[src/rtl/batcher_pkg.sv]
// ============================================================================
//  Module   : batcher_pkg
//  Purpose  : Shared types and helpers for the block batcher.
//  Revision : 1.0 - initial release
// ============================================================================
`default_nettype none

package batcher_pkg;

    typedef enum logic [0:0] {
        FILL = 1'b0,
        HOLD = 1'b1
    } state_t;

    localparam logic [7:0] c_PAD_WORD_DEFAULT = 8'h00;

    // Bit offset of arrival slot k inside the block.
    function automatic int slot_lsb(input int k, input int in_w, input int blk_w, input bit msb_first);
        return msb_first ? (blk_w - (k + 1) * in_w) : (k * in_w);
    endfunction

endpackage

`default_nettype wire

[src/rtl/bb_out_slice.sv]
// ============================================================================
//  Module   : bb_out_slice
//  Purpose  : Valid/ready output register holding one finished block.
//  Revision : 1.0 - initial release
// ============================================================================
`default_nettype none

module bb_out_slice #(
    parameter int BLK_W = 128,
    parameter int CW    = 5
) (
    input  logic             clk,
    input  logic             rst,
    input  logic             i_load,
    input  logic [BLK_W-1:0] i_data,
    input  logic [CW-1:0]    i_count,
    input  logic             i_last,
    input  logic             i_ready,
    output logic [BLK_W-1:0] o_data,
    output logic             o_valid,
    output logic [CW-1:0]    o_count,
    output logic             o_last
);

    logic [BLK_W-1:0] r_data;
    logic             r_valid;
    logic [CW-1:0]    r_count;
    logic             r_last;

    // Payload only changes on load, so it stays stable while stalled.
    always_ff @(posedge clk) begin
        if (rst) begin
            r_data  <= '0;
            r_valid <= 1'b0;
            r_count <= '0;
            r_last  <= 1'b0;
        end else if (i_load) begin
            r_data  <= i_data;
            r_valid <= 1'b1;
            r_count <= i_count;
            r_last  <= i_last;
        end else if (i_ready) begin
            r_valid <= 1'b0;
        end
    end

    assign o_data  = r_data;
    assign o_valid = r_valid;
    assign o_count = r_count;
    assign o_last  = r_last;

endmodule

`default_nettype wire

[src/rtl/block_batcher.sv]
// ============================================================================
//  Module   : block_batcher
//  Purpose  : Packs IN_W-bit words into BLK_W-bit blocks with flush/padding.
//  Revision : 1.0 - initial release
// ============================================================================
`default_nettype none

module block_batcher
    import batcher_pkg::*;
#(
    parameter int              IN_W      = 8,
    parameter int              BLK_W     = 128,
    parameter bit              MSB_FIRST = 1'b1,
    parameter logic [IN_W-1:0] PAD_WORD  = IN_W'(c_PAD_WORD_DEFAULT),
    localparam int             N         = BLK_W / IN_W,
    localparam int             CW        = $clog2(N + 1)
) (
    input  logic             clk,
    input  logic             reset,
    input  logic [IN_W-1:0]  in_data,
    input  logic             in_valid,
    output logic             in_ready,
    input  logic             flush,
    output logic [BLK_W-1:0] out_data,
    output logic             out_valid,
    input  logic             out_ready,
    output logic [CW-1:0]    out_count,
    output logic             out_last
);

    localparam logic [BLK_W-1:0] c_PAD_BLOCK = {N{PAD_WORD}};

    generate
        if ((N < 2) || (N * IN_W != BLK_W)) begin : g_param_check
            $error("block_batcher: BLK_W must be an integer multiple (>= 2) of IN_W");
        end
    endgenerate

    state_t           r_state;
    logic [CW-1:0]    r_cnt;
    logic [BLK_W-1:0] r_acc;
    logic [CW-1:0]    r_close_cnt;
    logic             r_close_flush;

    logic             w_out_free;
    logic             w_acc;
    logic             w_load;
    logic             w_close;
    logic [CW-1:0]    w_cnt_base;
    logic [CW-1:0]    w_cnt_next;
    logic [BLK_W-1:0] w_acc_next;

    assign w_out_free = !out_valid || out_ready;
    assign in_ready   = (r_state == FILL) || w_out_free;
    assign w_acc      = in_valid && in_ready;
    assign w_load     = (r_state == HOLD) && w_out_free;

    // A HOLD transfer empties the accumulator, so a word arriving alongside it lands in slot 0.
    assign w_cnt_base = (r_state == FILL) ? r_cnt : '0;
    assign w_cnt_next = w_cnt_base + CW'(w_acc);
    assign w_close    = in_ready &&
                        ((w_acc && (w_cnt_base == CW'(N - 1))) ||
                         (flush && ((w_cnt_base != '0) || w_acc)));

    always_comb begin
        w_acc_next = w_load ? c_PAD_BLOCK : r_acc;
        for (int k = 0; k < N; k++) begin
            if (w_acc && (w_cnt_base == CW'(k))) begin
                w_acc_next[slot_lsb(k, IN_W, BLK_W, MSB_FIRST) +: IN_W] = in_data;
            end
        end
    end

    always_ff @(posedge clk) begin
        if (reset) begin
            r_state       <= FILL;
            r_cnt         <= '0;
            r_acc         <= c_PAD_BLOCK;
            r_close_cnt   <= '0;
            r_close_flush <= 1'b0;
        end else begin
            r_acc <= w_acc_next;
            if (w_close) begin
                r_state       <= HOLD;
                r_cnt         <= '0;
                r_close_cnt   <= w_cnt_next;
                r_close_flush <= flush;
            end else if (in_ready) begin
                r_state <= FILL;
                r_cnt   <= w_cnt_next;
            end
        end
    end

    bb_out_slice #(
        .BLK_W (BLK_W),
        .CW    (CW)
    ) u_out_slice (
        .clk     (clk),
        .rst     (reset),
        .i_load  (w_load),
        .i_data  (r_acc),
        .i_count (r_close_cnt),
        .i_last  (r_close_flush),
        .i_ready (out_ready),
        .o_data  (out_data),
        .o_valid (out_valid),
        .o_count (out_count),
        .o_last  (out_last)
    );

endmodule

`default_nettype wire

[config.mk]
export PLATFORM = sky130hd
export DESIGN_NAME = block_batcher
export DESIGN_NICKNAME = d
export VERILOG_FILES = /design/src/rtl/batcher_pkg.sv /design/src/rtl/bb_out_slice.sv /design/src/rtl/block_batcher.sv
export SDC_FILE = /design/constraint.sdc
export NUM_CORES = 1
export LEC_CHECK = 0
export BUFFER_PORTS_ARGS = -buffer_cell sky130_fd_sc_hd__buf_2
export CORE_MARGIN = 2
export CORE_UTILIZATION = 25
export DETAILED_ROUTE_END_ITERATION = 10
export PLACE_DENSITY = 0.45
export SYNTH_ARGS = -nofsm -noshare
export SYNTH_HDL_FRONTEND = slang
export SYNTH_SLANG_ARGS = --single-unit
[constraint.sdc]
create_clock -name clk -period 2.5 [get_ports clk]
set_input_delay 0.25 -clock clk [delete_from_list [all_inputs] [get_ports clk]]
set_output_delay 0.25 -clock clk [all_outputs]
set_load 0.02 [all_outputs]
; Word-level counts from Yosys, hierarchy flattened
; Cells that the tools add are included.
[op_classes]
n_reduce_logical = 46
bitwise_logic = 1
n_eq_ne = 15
div_mod_pow = 0
order_cmp = 0
n_mul = 0
shift = 0
n_mux = 22
addsub = 1
[ops]
columns = op, n
row1 = 2-to-1 mux 128 bit, 1
row2 = 2-to-1 mux 8 bit, 16
row3 = "== test 5 x 4 -> 1 bit, second input constant", 8
row4 = nonzero test 2 bit, 18
row5 = "== test 5 x 3 -> 1 bit, second input constant", 4
row6 = logical AND 1 bit, 20
row7 = "== test 5 x 2 -> 1 bit, second input constant", 2
row8 = adder 5 x 1 -> 5 bit, 1
row9 = "== test 5 x 1 -> 1 bit, second input constant", 1
row10 = logical NOT 5 bit, 1
row11 = 2-to-1 mux 5 bit, 1
row12 = nonzero test 5 bit, 1
row13 = logical OR 1 bit, 4
row14 = 2-to-1 mux 1 bit, 4
row15 = OR reduction 2 bit, 1
row16 = logical NOT 1 bit, 1
row17 = inverter 1 bit, 1
[totals]
inputBits = 13
memories = 0
ramBits = 0
latchBits = 0
elab_cells = 109
register_bits = 275
out_inout_bits = 136
rom_bits = 0

; Depth between registers and ports, before layout
; Gate-level depths: netlist (run 1).
[depth]
depth_word = 9
ltp_mapped = 7
mapped_depth_nobuf = 6

; Cells and area by module
; Synthesis (run 1) repeated with hierarchy kept, for this count alone.
[hier_totals]
hier_cells = 1027
area_unflattened_um2 = 9947.0
[modules_own_cells]
columns = mod, cells_per_inst, n_inst, area_each_um2, seq_area_each_um2
row1 = block_batcher, 591, 1, 5185.0, 2802.7
row2 = bb_out_slice, 436, 1, 4762.1, 2702.6

; Worst setup path after synthesis (run 1)
; OpenSTA, ideal clock, no wires.
[synth_path]
path_kind = reg-to-reg
startpoint = reg u_out_slice.r_valid, in the netlist u_out_slice.o_valid
endpoint = reg r_acc[40]
setup_ns = 0.070
t_arrival_ns = 1.630
required_time_ns = 2.430
slack_ns = 0.800
synth_period_minus_slack_ns = 1.700
n_path_buf = 2
stages_incl_launch_ff = 7
path_cell_list = dfxtp_1 > nor2b_1 > nand2b_1 > clkbuf_1 > clkbuf_1 > nand3_1 > a21oi_1
[synth_via]
elab_chain_len = 6
elab_cells_between_ends = 8
classes_between = mux (1) / reduce/logical (7)
[synth_lines]
columns = item, line
row1 = start: declaration, bb_out_slice.sv:26  ; logic r_valid;
row2 = start signal: assignment, bb_out_slice.sv:34  ; r_valid <= 1'b0;
row3 = start signal: assignment, bb_out_slice.sv:39  ; r_valid <= 1'b1;
row4 = start signal: assignment, bb_out_slice.sv:43  ; r_valid <= 1'b0;
row5 = logical NOT 1 bit (*), block_batcher.sv:53  ; assign w_out_free = !out_valid || out_ready;
row6 = logical OR 1 bit (*), block_batcher.sv:53
row7 = logical OR 1 bit, block_batcher.sv:54  ; assign in_ready = (r_state == FILL) || w_out_free;
row8 = logical AND 1 bit, block_batcher.sv:55  ; assign w_acc = in_valid && in_ready;
row9 = logical AND 1 bit, block_batcher.sv:68  ; if (w_acc && (w_cnt_base == CW'(k))) begin
row10 = 2-to-1 mux 8 bit or nonzero test 2 bit (tied branches), --
row11 = end signal: assignment, block_batcher.sv:78  ; r_acc <= c_PAD_BLOCK;
row12 = end signal: assignment, block_batcher.sv:82  ; r_acc <= w_acc_next;
row13 = end: declaration, block_batcher.sv:41  ; logic [BLK_W-1:0] r_acc;
; Every way passes the cells marked *; elsewhere a longest branch is shown, timed or not.
; A chain may end at the register's enable or synchronous reset.

; Worst setup path in the final report (run 1)
[layout_path]
startpoint = reg r_state
endpoint = out in_ready
[layout_via]
elab_chain_len = 2
[layout_lines]
columns = item, line
row1 = start: declaration, block_batcher.sv:39  ; state_t r_state;
row2 = start signal: assignment, block_batcher.sv:76  ; r_state <= FILL;
row3 = start signal: assignment, block_batcher.sv:84  ; r_state <= HOLD;
row4 = start signal: assignment, block_batcher.sv:89  ; r_state <= FILL;
row5 = inverter 1 bit, --
row6 = logical OR 1 bit, block_batcher.sv:54
row7 = end: declaration, block_batcher.sv:22  ; output logic in_ready,
; No other way between the ends.

==> results of run 1 <==
==> flip-flops by register name (all words and copies together) (netlist names) <==
name,count
r_acc,128
u_out_slice.o_valid,1
u_out_slice.o_data,128
r_close_cnt,5
r_close_flush,1
r_state,1
u_out_slice.o_last,1
u_out_slice.o_count,5
r_cnt,5
==> final timing paths <==
path / endpoint / cells after the start
setup / recovery: in_ready / 3
hold / removal: r_acc[74]$_SDFFE_PP0P_ / 2
setup reg to reg: r_close_cnt[0]$_SDFFE_PP0P_ / 4
hold reg to reg: u_out_slice.o_data[52]$_SDFFE_PP0P_ / 2
==> cell usage in the layout, fill, tap and decap left out, drive strengths merged, types with 2 or more instances in the layout <==
cell type / synthesis / final
xnor2: 3 / 3
clkinvlp: 0 / 2
clkinv: 0 / 3
buf: 24 / 165
a311oi: 3 / 3
nand3: 111 / 111
or4: 2 / 2
mux2i: 16 / 16
a21oi: 184 / 184
or2: 2 / 2
o21ai: 78 / 78
and2: 2 / 2
nor2b: 2 / 2
nand2: 351 / 351
inv: 3 / 4
nand2b: 12 / 12
dfxtp: 275 / 275
nor3: 10 / 10
a211oi: 2 / 2
nor2: 14 / 14
clkbuf: 64 / 48
==> kinds of logic after synthesis <==
kind of cell           after synthesis  share of synthesized area [%]
buffers and inverters               91                           3.68
AO/OA/AOI/OAI                      271                           14.4
flip-flops                         275                           57.0
multiplexers                        17                           1.78
XOR/XNOR                             4                          0.363
AND/OR/NAND/NOR                    513                           22.8
==> worst reg2reg max path, cell delays in order, from the launching register on <==
cell,delay [ps]
dfxtp_1,820
o22ai_1,290
nor2_1,410
nor2_1,200
a311oi_1,250
==> layout make-up <==
type / count / area share, %
tap: 511 / 5.36
inverter: 3 / 0.0943
clock buffer: 48 / 7.87
clock inverter: 7 / 0.608
timing repair buffer: 165 / 7.96
sequential: 275 / 46.1
multi-input combinational: 805 / 32.0
==> power by group through the flow <==
stage | Sequential, mW | Combinational, mW | Clock, mW
after floorplan | 4.53 | 0.261 | 0
after global placement | 4.54 | 0.448 | 0
after detailed placement | 4.54 | 0.447 | 0
after CTS | 4.44 | 0.449 | 4.61
after global routing | 4.44 | 0.481 | 4.78
final | 4.44 | 0.439 | 4.47
==> cell usage after synthesis, types with 3 or more instances <==
master / n / share of area [%]
mux2i_1: 16 / 1.7
nand2_1: 351 / 14
o21ai_0: 78 / 4.0
buf_2: 11 / 0.57
clkbuf_1: 64 / 2.5
nand2b_1: 12 / 0.78
a21oi_1: 183 / 9.5
nor3_2: 6 / 0.62
nor2_1: 13 / 0.51
nor3_1: 4 / 0.21
inv_1: 3 / 0.12
buf_1: 13 / 0.51
nand3_1: 111 / 5.8
dfxtp_1: 275 / 57
xnor2_1: 3 / 0.27
==> per-layer routing <==
metal  share of wire (%)  wire length, um  up-vias  track usage (%)
li1                    -                -     4139                -
met1                  49            14700     3928             20.5
met2                  46            13700      165             23.3
met3                 4.4             1320       35             2.26
met4                 1.5              444        0             3.10
met5                   0                0        -                0
==> results.cfg, run 1 <==
[power]
combinationalPowerShare_pct = 4.7
ir_drop_mv = 0.475
power_mw = 9.35
internal-power_mw = 7.18
p_seq_share_pct = 47.5
power.density_nw_per_um2 = 783
p_switching_mw = 2.17
p_clk_share_pct = 47.8
p_sw_share_pct = 23.2
power.leakage_nw = 4.37

[die]
num_rows = 71
die-area_um2 = 40200
start_util_pct = 25.5
core_um2 = 37800
fp.dieW_um = 201
ios = 149
die_y_um = 201

[finish]
final_layout_size_suffix_gt1_share_pct = 17.7
nFillCells = 4108
nNetsFinal = 1294
synthToLayoutAreaGrowth_pct = 23.6
stdcell_area_um2 = 11900
post-route-util_pct = 31.5
diodes = 0
multi_input_area_um2 = 3820
layout.cells.non_filler = 1814
final-seq-area_um2 = 5510

[critical_path]
path_buf_inv = 2
cp_data_required_time_ps = 2250
crit_type = flop to primary output
reg2reg_slack_ps = 440
crit_chain = and2_0 -> inv_1 -> buf_2
crit_fanout = 21
crit_start = r_state$_SDFFE_PP0P_
arrival_ps = 1890
path_delay_family = flip-flops
critical-path-max-stage-delay_ps = 820
regToRegStartpoint = r_state$_SDFFE_PP0P_
worstSetupStartpointType = flop
crit_path_end_kind = primary output
cp_slowest_cell = dfxtp_1

[timing]
hold_violations = 0
setup_tns_ps = 0
fmax_ghz = 0.468
tightest_slew_ps = 885
skew_ps = 12.5
fin_crit_sh_pct = 85.5
grt_setup_unrepaired = no
relSlewSlack_pct = 41.0
whs_ps = 55.3
finalSetupViolations = 0
fin_crit_ps = 2140
drv_slew = 0
finalWorstSetupSlack_ps = 362

[run]
maxCapViolCount = 0

[status]
outcome = completed

[synthesis]
syn_inst = 1171
synthArstFlopShare_pct = 0
synth_area_per_cell_um2 = 8.25
synth-seq-area-share_pct = 57.0
syn_area_um2 = 9660
ys_warn_count = 0
synth_flop_cell = dfxtp_1
syn_nets = 1184
synth_edf_count = 0
ys_types = 38
ys_ff_latch = 275

[routing]
vias_per_cell = 4.56
wl_per_cell_um = 16.6
drtIter0Drc = 475
first_pass_iters = 5
ant_nets = 0
drcViolationCount = 0
finalWirelength_um = 30200
dr_total_vias = 8267

[clocking]
post_cts_buffers = 0
ctsRootBufferMaster = clkbuf_16
max-clock-path-buffers = 3
cts_max_level = 1
clk_transition_reported_paths_ps = 60
hold_buffers = 0
clkSinkCount = 275
numCtsBuffers = 31
cts_tree = yes
clkLatencyLatePin_ps = 550
post_cts_resized = 0

[global_routing]
grt_max_degree = 106
grt_pass1_wl_um = 46200
overflow = 0
grt_pass1_vias = 7717
gr-usage-all-layers_pct = 14.5
grt_antenna_before_repair = 0

[placement]
place_ws_ps = 433
dp_hpwl_um = 19100
dp.cells = 1759
placement.cell_area_um2 = 10900
port_buffers = 148
routabilityCongestion = 0.826

[hold_path]
min_path_type = input pin to flop
hold_path.startpoint = reset
No activity file was read; power rests on OpenSTA's default activity.
==> run 2: changes to the inputs <==
--- a/config.mk
+++ b/config.mk
@@ -7,9 +7,9 @@
 export LEC_CHECK = 0
 export BUFFER_PORTS_ARGS = -buffer_cell sky130_fd_sc_hd__buf_2
 export CORE_MARGIN = 2
-export CORE_UTILIZATION = 25
+export CORE_UTILIZATION = 32
 export DETAILED_ROUTE_END_ITERATION = 10
-export PLACE_DENSITY = 0.45
+export PLACE_DENSITY = 0.53
 export SYNTH_ARGS = -nofsm -noshare
 export SYNTH_HDL_FRONTEND = slang
 export SYNTH_SLANG_ARGS = --single-unit
==> run 2 against run 1 <==
  * Largest power group is now sequential cells
  * Sequential cell count did not move
  * Clock-buffer cell count shrank 2
  * Non-clock buffer count down 4
  * Hold slack better by 2.9 ps
==> results.cfg, run 2 (synthesis results as in run 1) <==
[status]
outcome = completed

[die]
fp.dieW_um = 178
die_y_um = 178
core_um2 = 29600
die-area_um2 = 31600
num_rows = 63
start_util_pct = 32.6
ios = 149

[clocking]
ctsRootBufferMaster = clkbuf_16
numCtsBuffers = 29
cts_tree = yes
post_cts_resized = 0
clkLatencyLatePin_ps = 540
cts_max_level = 1
clkSinkCount = 275
max-clock-path-buffers = 3
hold_buffers = 0
clk_transition_reported_paths_ps = 60
post_cts_buffers = 0

[power]
power.leakage_nw = 4.29
ir_drop_mv = 0.582
power_mw = 8.82
power.density_nw_per_um2 = 760

[finish]
layout.cells.non_filler = 1685
synthToLayoutAreaGrowth_pct = 20.2
final_cell_mix = 351 x nand2_1, 275 x dfxtp_1, 183 x a21oi_1, 147 x buf_2, 111 x nand3_1
final_common_cell = nand2_1
post-route-util_pct = 39.2
diodes = 0
stdcell_area_um2 = 11600
final_layout_size_suffix_gt1_share_pct = 16.8
nNetsFinal = 1288

[placement]
port_buffers = 148
routabilityCongestion = 0.804
placement.cell_area_um2 = 10700
dp_hpwl_um = 17800
dp.cells = 1634
place_ws_ps = 348

[timing]
whs_ps = 58.1
grt_setup_unrepaired = no
hold_violations = 0
setup_tns_ps = 0
finalSetupViolations = 0
finalWorstSetupSlack_ps = 291
relSlewSlack_pct = 39.9
fin_crit_ps = 2210
fin_crit_sh_pct = 88.4
tightest_slew_ps = 899
fmax_ghz = 0.453
skew_ps = 7.58
drv_slew = 0

[global_routing]
grt_max_degree = 107
grt_pass1_vias = 7652
grt_pass1_wl_um = 42600
overflow = 0
grt_antenna_before_repair = 1
gr-usage-all-layers_pct = 17.0

[critical_path]
path_delay_family = simple AND/OR/NAND/NOR gates
crit_type = flop to primary output
critical-path-max-stage-delay_ps = 380
crit_chain = nor2b_1 -> and2_0 -> inv_1 -> buf_2
cp_data_required_time_ps = 2250
path_buf_inv = 2
worstSetupStartpointType = flop
r2r-end = r_acc[84]$_SDFFE_PP0P_
arrival_ps = 1960
crit_fanout = 6
cp_slowest_cell = nor2b_1
reg2reg_slack_ps = 320
regToRegStartpoint = r_state$_SDFFE_PP0P_
reg2regPathDepth = 5
crit_path_end_kind = primary output

[routing]
finalWirelength_um = 27600
drcViolationCount = 0
vias_per_cell = 4.87
wl_per_cell_um = 16.4
ant_nets = 0
first_pass_iters = 4
drtIter0Drc = 530
dr_total_vias = 8198

[hold_path]
hold_path_end = r_acc[42]$_SDFFE_PP0P_
min_path_type = input pin to flop
hold_path.startpoint = in_data[2]
hold_depth = 3

[run]
maxCapViolCount = 0
-- run 2: cell count changes in the layout (fill, tap and decap cells not counted), sizes merged --
cell,change
bufinv,-1
clkinvlp,-2
clkbuf,-2
clkinv,+2
buf,-4
inv,-1
-- run 2: worst max-delay path by stage --
| stage | start | endpoint | slack [ps] | cells after the start |
|---|---|---|---|---|
| after floorplan | u_out_slice.o_valid$_SDFFE_PP0P_ | r_acc[40]$_SDFFE_PP0P_ | 800 | 6 |
| after global placement | r_state$_SDFFE_PP0P_ | r_acc[84]$_SDFFE_PP0P_ | 400 | 5 |
| after detailed placement | r_state$_SDFFE_PP0P_ | r_acc[84]$_SDFFE_PP0P_ | 350 | 5 |
| after CTS | u_out_slice.o_valid$_SDFFE_PP0P_ | in_ready | 280 | 4 |
| after global routing | r_state$_SDFFE_PP0P_ | r_acc[80]$_SDFFE_PP0P_ | 70 | 5 |
| final | u_out_slice.o_valid$_SDFFE_PP0P_ | in_ready | 290 | 4 |
-- run 2: final cells by class --
type / count / area (um^2)
clock inverter: 5 / 25.0
sequential: 275 / 5510
clock buffer: 46 / 840
timing repair buffer: 161 / 920
fill: 3132 / 18000
multi-input combinational: 805 / 3820
tap: 390 / 488
inverter: 3 / 11.3
-- run 2: worst register-to-register path, cell delays in order (launching register included) --
cell,delay (ps)
dfxtp_1,480
buf_4,260
nor4_2,530
nand2_1,460
nand3_1,220
o21ai_0,100
-- run 2: metal layers --
| metal | up-vias | track usage, % | part of all wire (%) |
|---|---|---|---|
| li1 | 4119 | - | - |
| met1 | 3872 | 24.1 | 48 |
| met3 | 41 | 3.17 | 5.3 |
| met4 | 2 | 4.68 | 1.8 |
| met5 | - | 0 | 0.040 |
| met2 | 164 | 26.3 | 44 |
-- run 2: power breakdown --
part           switching, mW  internal (mW)
Clock                   1.68           2.28
Combinational          0.328         0.0942
Sequential            0.0257           4.41
==> run 3: changes to the inputs <==
--- a/config.mk
+++ b/config.mk
@@ -6,7 +6,6 @@
 export NUM_CORES = 1
 export LEC_CHECK = 0
 export BUFFER_PORTS_ARGS = -buffer_cell sky130_fd_sc_hd__buf_2
-export CORE_MARGIN = 2
 export CORE_UTILIZATION = 32
 export DETAILED_ROUTE_END_ITERATION = 10
 export PLACE_DENSITY = 0.53
==> run 3 against run 2 <==
  * Register-to-register slack improved by 40 ps
  * First-iteration DRC count decreased by 9.8%
  * Non-clock buffer count increased by 2
  * Cell area increased by 0.98%
  * Die area decreased by 2.2%
==> results.cfg, run 3 (synthesis results as in run 1) <==
[global_routing]
grt_antenna_before_repair = 2
gr-usage-all-layers_pct = 16.9
grt_max_degree = 94
overflow = 0
grt_pass1_vias = 7409
grt_pass1_wl_um = 41600

[finish]
synthToLayoutAreaGrowth_pct = 21.4
nFillCells = 3110
final_cell_mix = 351 x nand2_1, 275 x dfxtp_1, 183 x a21oi_1, 147 x buf_2, 111 x nand3_1
final_layout_size_suffix_gt1_share_pct = 17.8
nNetsFinal = 1290
final_common_cell = nand2_1

[die]
die-area_um2 = 30900
num_rows = 63
start_util_pct = 32.6
fp.dieW_um = 176
core_um2 = 29600
die_y_um = 176
ios = 149

[clocking]
cts_max_level = 1
post_cts_buffers = 0
clkSinkCount = 275
clk_transition_reported_paths_ps = 60
ctsRootBufferMaster = clkbuf_16
hold_buffers = 0
clkLatencyLatePin_ps = 540
cts_tree = yes
post_cts_resized = 0
numCtsBuffers = 29
max-clock-path-buffers = 3

[timing]
whs_ps = 64.6
relSlewSlack_pct = 45.7
tightest_slew_ps = 812
fin_crit_ps = 2200
fin_crit_sh_pct = 88.1
drv_slew = 0
hold_violations = 0
finalSetupViolations = 0
skew_ps = 18.2
grt_setup_unrepaired = no
setup_tns_ps = 0
fmax_ghz = 0.454

[power]
p_seq_share_pct = 48.7
ir_drop_mv = 0.508
combinationalPowerShare_pct = 4.6
internal-power_mw = 7.02
power.density_nw_per_um2 = 777
p_switching_mw = 2.08
p_clk_share_pct = 46.7
p_sw_share_pct = 22.9
power.leakage_nw = 4.36

[hold_path]
hold_depth = 3
min_path_type = input pin to flop

[routing]
drcViolationCount = 0
dr_total_vias = 8149
vias_per_cell = 4.82
first_pass_iters = 4
wl_per_cell_um = 15.9
drtIter0Drc = 478
finalWirelength_um = 26900
wl_met2_um = 11800
wl_met3_um = 1340
wl_met1_um = 13300
ant_nets = 0
dr.max_layer_used = met5

[placement]
routabilityCongestion = 0.810
port_buffers = 148
dp_hpwl_um = 17400

[critical_path]
crit_path_end_kind = primary output
reg2reg_slack_ps = 360
worstSetupStartpointType = flop
cp_data_required_time_ps = 2250
reg2regPathDepth = 5
crit_type = flop to primary output
crit_fanout = 6
arrival_ps = 1950

[run]
maxCapViolCount = 0

[status]
outcome = completed
[run 3: cell types whose count changed in the layout (fill, tap and decap cells not counted), sizes merged]
| cell | before | now |
|---|---|---|
| buf | 161 | 163 |
| clkbuf | 46 | 41 |
| clkinv | 5 | 9 |
| bufinv | 0 | 1 |
| diode | 0 | 1 |
| clkinvlp | 0 | 2 |
[run 3: area by class of cell]
cell class	instances	area (um^2)	area share (%)
flip-flops and latches	275	5510	47.0
multi-input cells	805	3820	32.6
clock buffers	41	871	7.43
diodes	1	2.50	0.0213
well taps	390	488	4.16
repair buffers	163	935	7.97
inverters	3	11.3	0.0961
clock inverters	12	90.1	0.769
[run 3: worst max-delay path, cell delays in order, from the launching register on]
cell	delay, ps
dfxtp_1	320
nor2b_1	380
and2_0	370
inv_1	160
buf_2	190
[run 3: final timing paths]
check	start	endpoint
worst max-delay path	u_out_slice.o_valid$_SDFFE_PP0P_	in_ready
worst min-delay path	in_data[7]	r_acc[7]$_SDFFE_PP0P_
worst max register to register	r_cnt[3]$_SDFFE_PP0N_	r_acc[60]$_SDFFE_PP0P_
worst min register to register	u_out_slice.o_data[86]$_SDFFE_PP0P_	u_out_slice.o_data[86]$_SDFFE_PP0P_
[run 3: per-layer routing]
layer / vias up / global-route usage [%]
li1: 4124 / -
met1: 3813 / 24.0
met2: 174 / 26.6
met3: 34 / 3.07
met4: 4 / 3.73
met5: - / 0
[run 3: power groups by stage]
stage               clock network, mW  logic, mW  registers [mW]
finish                           4.25      0.419            4.44
global placement                    0      0.424            4.53
CTS                              4.36      0.425            4.44
floorplan                           0      0.261            4.53
detailed placement                  0      0.425            4.53
global route                     4.53      0.457            4.44
[run 3: metrics by stage]
| step | instance area (um^2) | total power, mW | std cells | util, % | setup slack [ps] |
|---|---|---|---|---|---|
| floorplan | 9660 | 4.79 | 1171 | - | 800 |
| global placement | 10800 | 4.96 | 1636 | 36.3 | 419 |
| detailed placement | 10800 | 4.96 | 1636 | 36.3 | 363 |
| CTS | 11700 | 9.22 | 1689 | 39.5 | 277 |
| global route | 11700 | 9.43 | 1689 | 39.5 | 112 |
| finish | 11700 | 9.11 | 1690 | 39.5 | 297 |
